`src/rtl/inst_fetch.sv`:
```
// Instruction-fetch stage: PC -> imem req/ack -> buffered instr toward decode.
// Optional IF_STATS_EN adds saturating fetch_cnt/stall_cnt outputs.
module inst_fetch #(
  parameter int ADDR_W = 8,
  parameter int DATA_W = 32
) (
  input  logic              clk,
  input  logic              rst,
  input  logic [ADDR_W-1:0] pc_value,
  output logic              pc_en,
  input  logic              flush,
  output logic              imem_req,
  output logic [ADDR_W-1:0] imem_addr,
  input  logic              imem_ack,
  input  logic [DATA_W-1:0] imem_rdata,
  output logic [DATA_W-1:0] instr,
  output logic [ADDR_W-1:0] instr_pc,
  output logic              instr_valid,
  input  logic              instr_ready
`ifdef IF_STATS_EN
  ,
  output logic [15:0]       fetch_cnt,
  output logic [15:0]       stall_cnt
`endif
);

  typedef enum logic [1:0] {
    START,
    FETCH,
    FULL,
    DRAIN
  } state_e;

  state_e state_q, state_d;

  logic              req_q, req_d;
  logic [ADDR_W-1:0] addr_q, addr_d;
  logic [DATA_W-1:0] instr_q, instr_d;
  logic [ADDR_W-1:0] ipc_q, ipc_d;
  logic              valid_q, valid_d;

  always_ff @(posedge clk) begin
    if (rst) state_q <= START;
    else     state_q <= state_d;
  end

  always_comb begin
    state_d = state_q;
    unique case (state_q)
      START: state_d = FETCH;
      FETCH: begin
        if (imem_ack && !flush) state_d = FULL;
        else if (!imem_ack && flush) state_d = DRAIN;
      end
      FULL: begin
        if (flush || instr_ready) state_d = FETCH;
      end
      DRAIN: begin
        if (imem_ack) state_d = FETCH;
      end
      default: state_d = START;
    endcase
  end

  always_comb begin
    req_d   = req_q;
    addr_d  = addr_q;
    instr_d = instr_q;
    ipc_d   = ipc_q;
    valid_d = valid_q;
    unique case (state_q)
      START: begin
        req_d  = 1'b1;
        addr_d = pc_value;
      end
      FETCH: begin
        if (imem_ack && !flush) begin
          instr_d = imem_rdata;
          ipc_d   = addr_q;
          valid_d = 1'b1;
          req_d   = 1'b0;
        end else if (imem_ack) begin
          addr_d = pc_value;
        end
      end
      FULL: begin
        if (flush || instr_ready) begin
          valid_d = 1'b0;
          req_d   = 1'b1;
          addr_d  = pc_value;
        end
      end
      DRAIN: begin
        if (imem_ack) addr_d = pc_value;
      end
      default: begin
        req_d   = 1'b0;
        valid_d = 1'b0;
      end
    endcase
  end

  always_ff @(posedge clk) begin
    if (rst) begin
      req_q   <= 1'b0;
      addr_q  <= '0;
      instr_q <= '0;
      ipc_q   <= '0;
      valid_q <= 1'b0;
    end else begin
      req_q   <= req_d;
      addr_q  <= addr_d;
      instr_q <= instr_d;
      ipc_q   <= ipc_d;
      valid_q <= valid_d;
    end
  end

  // PC steps on the same edge the fetched word is captured
  assign pc_en = (state_q == FETCH) && imem_ack
               && !flush && !rst;

  assign imem_req    = req_q;
  assign imem_addr   = addr_q;
  assign instr       = instr_q;
  assign instr_pc    = ipc_q;
  assign instr_valid = valid_q;

`ifdef IF_STATS_EN
  logic [15:0] fcnt_q, scnt_q;
  logic        stall;

  assign stall = ((state_q == FETCH) || (state_q == DRAIN))
               && !imem_ack;

  always_ff @(posedge clk) begin
    if (rst) begin
      fcnt_q <= '0;
      scnt_q <= '0;
    end else begin
      if (pc_en && fcnt_q != 16'hFFFF) fcnt_q <= fcnt_q + 16'd1;
      if (stall && scnt_q != 16'hFFFF) scnt_q <= scnt_q + 16'd1;
    end
  end

  assign fetch_cnt = fcnt_q;
  assign stall_cnt = scnt_q;
`endif

endmodule

```
`config.mk`:
```
export PLATFORM = sky130hd
export DESIGN_NAME = inst_fetch
export DESIGN_NICKNAME = d
export VERILOG_FILES = /design/src/rtl/inst_fetch.sv
export SDC_FILE = /design/constraint.sdc
export NUM_CORES = 1
export LEC_CHECK = 0
export BUFFER_PORTS_ARGS = -buffer_cell sky130_fd_sc_hd__clkbuf_2
export CAP_MARGIN = 20
export CORE_UTILIZATION = 35
export DETAILED_ROUTE_END_ITERATION = 8
export SLEW_MARGIN = 20
export SYNTH_ARGS = -nofsm -noshare
export SYNTH_HDL_FRONTEND = slang
export SYNTH_SLANG_ARGS = --single-unit
```
`constraint.sdc`:
```
create_clock -name clk -period 1.41 [get_ports clk]
set_input_delay 0.0705 -clock clk [delete_from_list [all_inputs] [get_ports clk]]
set_output_delay 0.0705 -clock clk [all_outputs]
set_load 0.01 [all_outputs]
```
==> out/qor.yml <==
timing:
  setup_violations: 0
  slew_headroom: 0.836
  fin_skew_ns: 0.00874
  worst_pin_slew_ns: 0.242
  period_minus_slack_ns: 1.33
  finalSetupTns_ns: 0
  rsz0062_at_grt: "no"
  drv_slew: 0
  period_share: 0.943
  max_freq_mhz: 752
  hold_viol: 0
  finalWorstSetupSlack_ns: 0.0810
synth:
  ys_warn_count: 0
  synth.net_count: 324
  syn_avg_cell_area_um2: 8.03
  synth_flop_cell: "dfxtp_1"
  async_flop_share: 0
  synth_cell_types: 27
  netlist_instances: 278
  synth-edff-count: 0
  ys_seq_elements: 52
  yosysSeqAreaShare: 0.466
  synth_area_um2: 2230
power:
  ir_worst_vdd_v: 0.000406
  p_int_mw: 2.10
  p_clk_frac: 0.269
  swShare: 0.261
  netSwitchingPower_mw: 0.744
  p_leak_nw: 1.32
  p_seq_frac: 0.556
  pwr-share-comb: 0.175
  powerDensity_nw_per_um2: 897
place:
  place_congestion: 0.776
  placed_cells_incl_taps: 438
  dp_hpwl_um: 3750
  pre_cts_slack_ns: 0.0520
  io_buffers: 95
route:
  routed_wl_um: 5750
  wire_per_inst_um: 12.2
  route.vias.total: 2281
  postRouteAntennaNets: 0
  dr.pass1.iters: 4
  drc: 0
  drt-vias-per-instance: 4.82
  detail_route.iter0.violations: 48
worst_setup_path:
  r2r-start: "state_q[1]$_SDFFE_PP0P_"
  r2r_slack_ns: 0.11
  path_class: "reg -> out"
  critical_path_required_ns: 1.34
  crit_arrival_ns: 1.26
  endpoint_kind: "output port"
  cp-start-kind: "flop"
  reg2regPathDepth: 4
  timing.rr.end: "imem_addr[5]$_SDFFE_PP0P_"
  crit_path_max_fanout: 13
global_route:
  grt_max_degree: 43
  grt_overflow: 0
  antenna_found_initial: 0
  grt_pass1_vias: 1996
  grt_util_all_layers: 0.174
  grt_pass1_wl_um: 8970
min_path:
  min_path_cells: 3
  hold_start: "imem_rdata[11]"
  min_to: "instr[11]$_SDFFE_PP0P_"
  hold_class: "in -> reg"
layout:
  finalCoreUtilization: 0.527
  layout-drive-gt1-share: 0.304
  antenna-diode-count: 0
  final_cells: 473
  fin_nets: 446
  area.growth.synth_to_final_pct: 42.3
  fillers: 606
cts:
  cts_tree: "done"
  cts-root-buf: "clkbuf_8"
  numCtsBuffers: 5
  cts_buffer_depth: 2
  cts.sinks: 52
  insertion_delay_ns: 0.30
  cts.clk_slew.worst_paths_ns: 0.09
  cts_max_level: 2
run:
  drv_cap: 0
die:
  die_area_um2: 6700
  die_w_um: 81.9
  io_pins: 96
  num_rows: 28
  design.core.area_um2: 6030
  die_h_um: 81.9
  start_util: 0.370
status:
  status: "complete, no violations"
[what timing repair did]
item,4_1_cts,5_1_grt
setup buffers,0,0
setup endpoints to repair,1,9
hold buffers,30,0
resized for setup,2,3
hold endpoints to repair,30,0
[routing by layer]
metal / vias up / global-route usage / part of all wire
met4: 0 / 0.0702 / 0.019
met2: 72 / 0.289 / 0.47
met3: 11 / 0.0456 / 0.057
met5: - / 0 / 0
met1: 1021 / 0.211 / 0.45
li1: 1177 / - / -
[power by group through the flow]
| stage | clock, mW | combinational [mW] | sequential (mW) |
|---|---|---|---|
| 2_1_floorplan | 0 | 0.222 | 1.64 |
| 3_3_place_gp | 0 | 0.428 | 1.61 |
| 3_5_place_dp | 0 | 0.429 | 1.62 |
| 4_1_cts | 0.803 | 0.497 | 1.58 |
| 5_1_grt | 0.864 | 0.556 | 1.59 |
| 6_report | 0.765 | 0.499 | 1.58 |
[cell families (layout without fill, tap and decap cells)]
kind of cell | after synthesis | in the layout | synth area share
buffers and inverters | 26 | 146 | 0.0611
DFF | 52 | 52 | 0.466
and+or+nand+nor | 128 | 128 | 0.261
muxes | 8 | 8 | 0.0359
AOI/OAI and AO/OA | 63 | 63 | 0.170
adders and majority gates | 1 | 1 | 0.00560
[metrics by stage]
stage / cell area (um^2) / total power, mW / hold WS [ns]
after floorplan: 2230 / 1.86 / 0.206
after global placement: 2790 / 2.04 / 0.293
after detailed placement: 2790 / 2.04 / 0.301
after CTS: 3170 / 2.88 / 0.000128
after global routing: 3180 / 3.01 / 0.0110
final: 3180 / 2.85 / 0.0107
[Yosys cell counts, types with 2 or more instances]
cell | count | area (um^2)
a211o_1 | 8 | 70.1
a21oi_1 | 43 | 215
buf_2 | 10 | 50.1
buf_4 | 7 | 52.6
clkbuf_1 | 7 | 26.3
dfxtp_1 | 52 | 1040
mux2i_1 | 8 | 80.1
nand2_1 | 97 | 364
nor2_1 | 5 | 18.8
nor3_1 | 2 | 10.0
nor3b_1 | 16 | 120
o311ai_1 | 8 | 70.1
[critical path: stages, from the launching register on]
cell and delay [ns]:
dfxtp_2 0.38, buf_8 0.15, inv_2 0.06, nor3_2 0.20, clkbuf_2 0.17
[worst max-delay path by stage]
stage / endpoint / from / cells after the start
5_1_grt: pc_en / state_q[0]$_SDFFE_PP0P_ / 4
3_3_place_gp: imem_addr[0]$_SDFFE_PP0P_ / flush / 6
3_5_place_dp: imem_addr[5]$_SDFFE_PP0P_ / state_q[1]$_SDFFE_PP0P_ / 3
4_1_cts: imem_addr[5]$_SDFFE_PP0P_ / state_q[1]$_SDFFE_PP0P_ / 3
6_report: pc_en / state_q[0]$_SDFFE_PP0P_ / 4
2_1_floorplan: imem_addr[0]$_SDFFE_PP0P_ / state_q[1]$_SDFFE_PP0P_ / 4
[cell type report]
type	instances	area (um^2)	area share
Timing Repair Buffer	139	901	0.284
Multi-Input combinational cell	200	1060	0.335
Clock buffer	5	68.8	0.0217
Inverter	2	7.51	0.00236
Sequential cell	52	1040	0.328
Tap cell	75	93.8	0.0296
[cell usage in the layout, fill, tap and decap left out, types with 5 or more instances in the layout]
| cell | instances |
|---|---|
| nand2_1 | 97 |
| mux2i_1 | 8 |
| a21oi_1 | 43 |
| o311ai_1 | 8 |
| clkbuf_2 | 95 |
| clkbuf_8 | 5 |
| nor3b_1 | 16 |
| buf_4 | 12 |
| a211o_1 | 8 |
| dlygate4sd3_1 | 30 |
| dfxtp_1 | 51 |
| nor2_1 | 5 |
[state kept, by name, summed over array words and instances (netlist names)]
| register | count |
|---|---|
| imem_addr | 8 |
| imem_req | 1 |
| instr | 32 |
| instr_pc | 8 |
| instr_valid | 1 |
| state_q | 2 |
No activity file was read; power rests on OpenSTA's default activity.
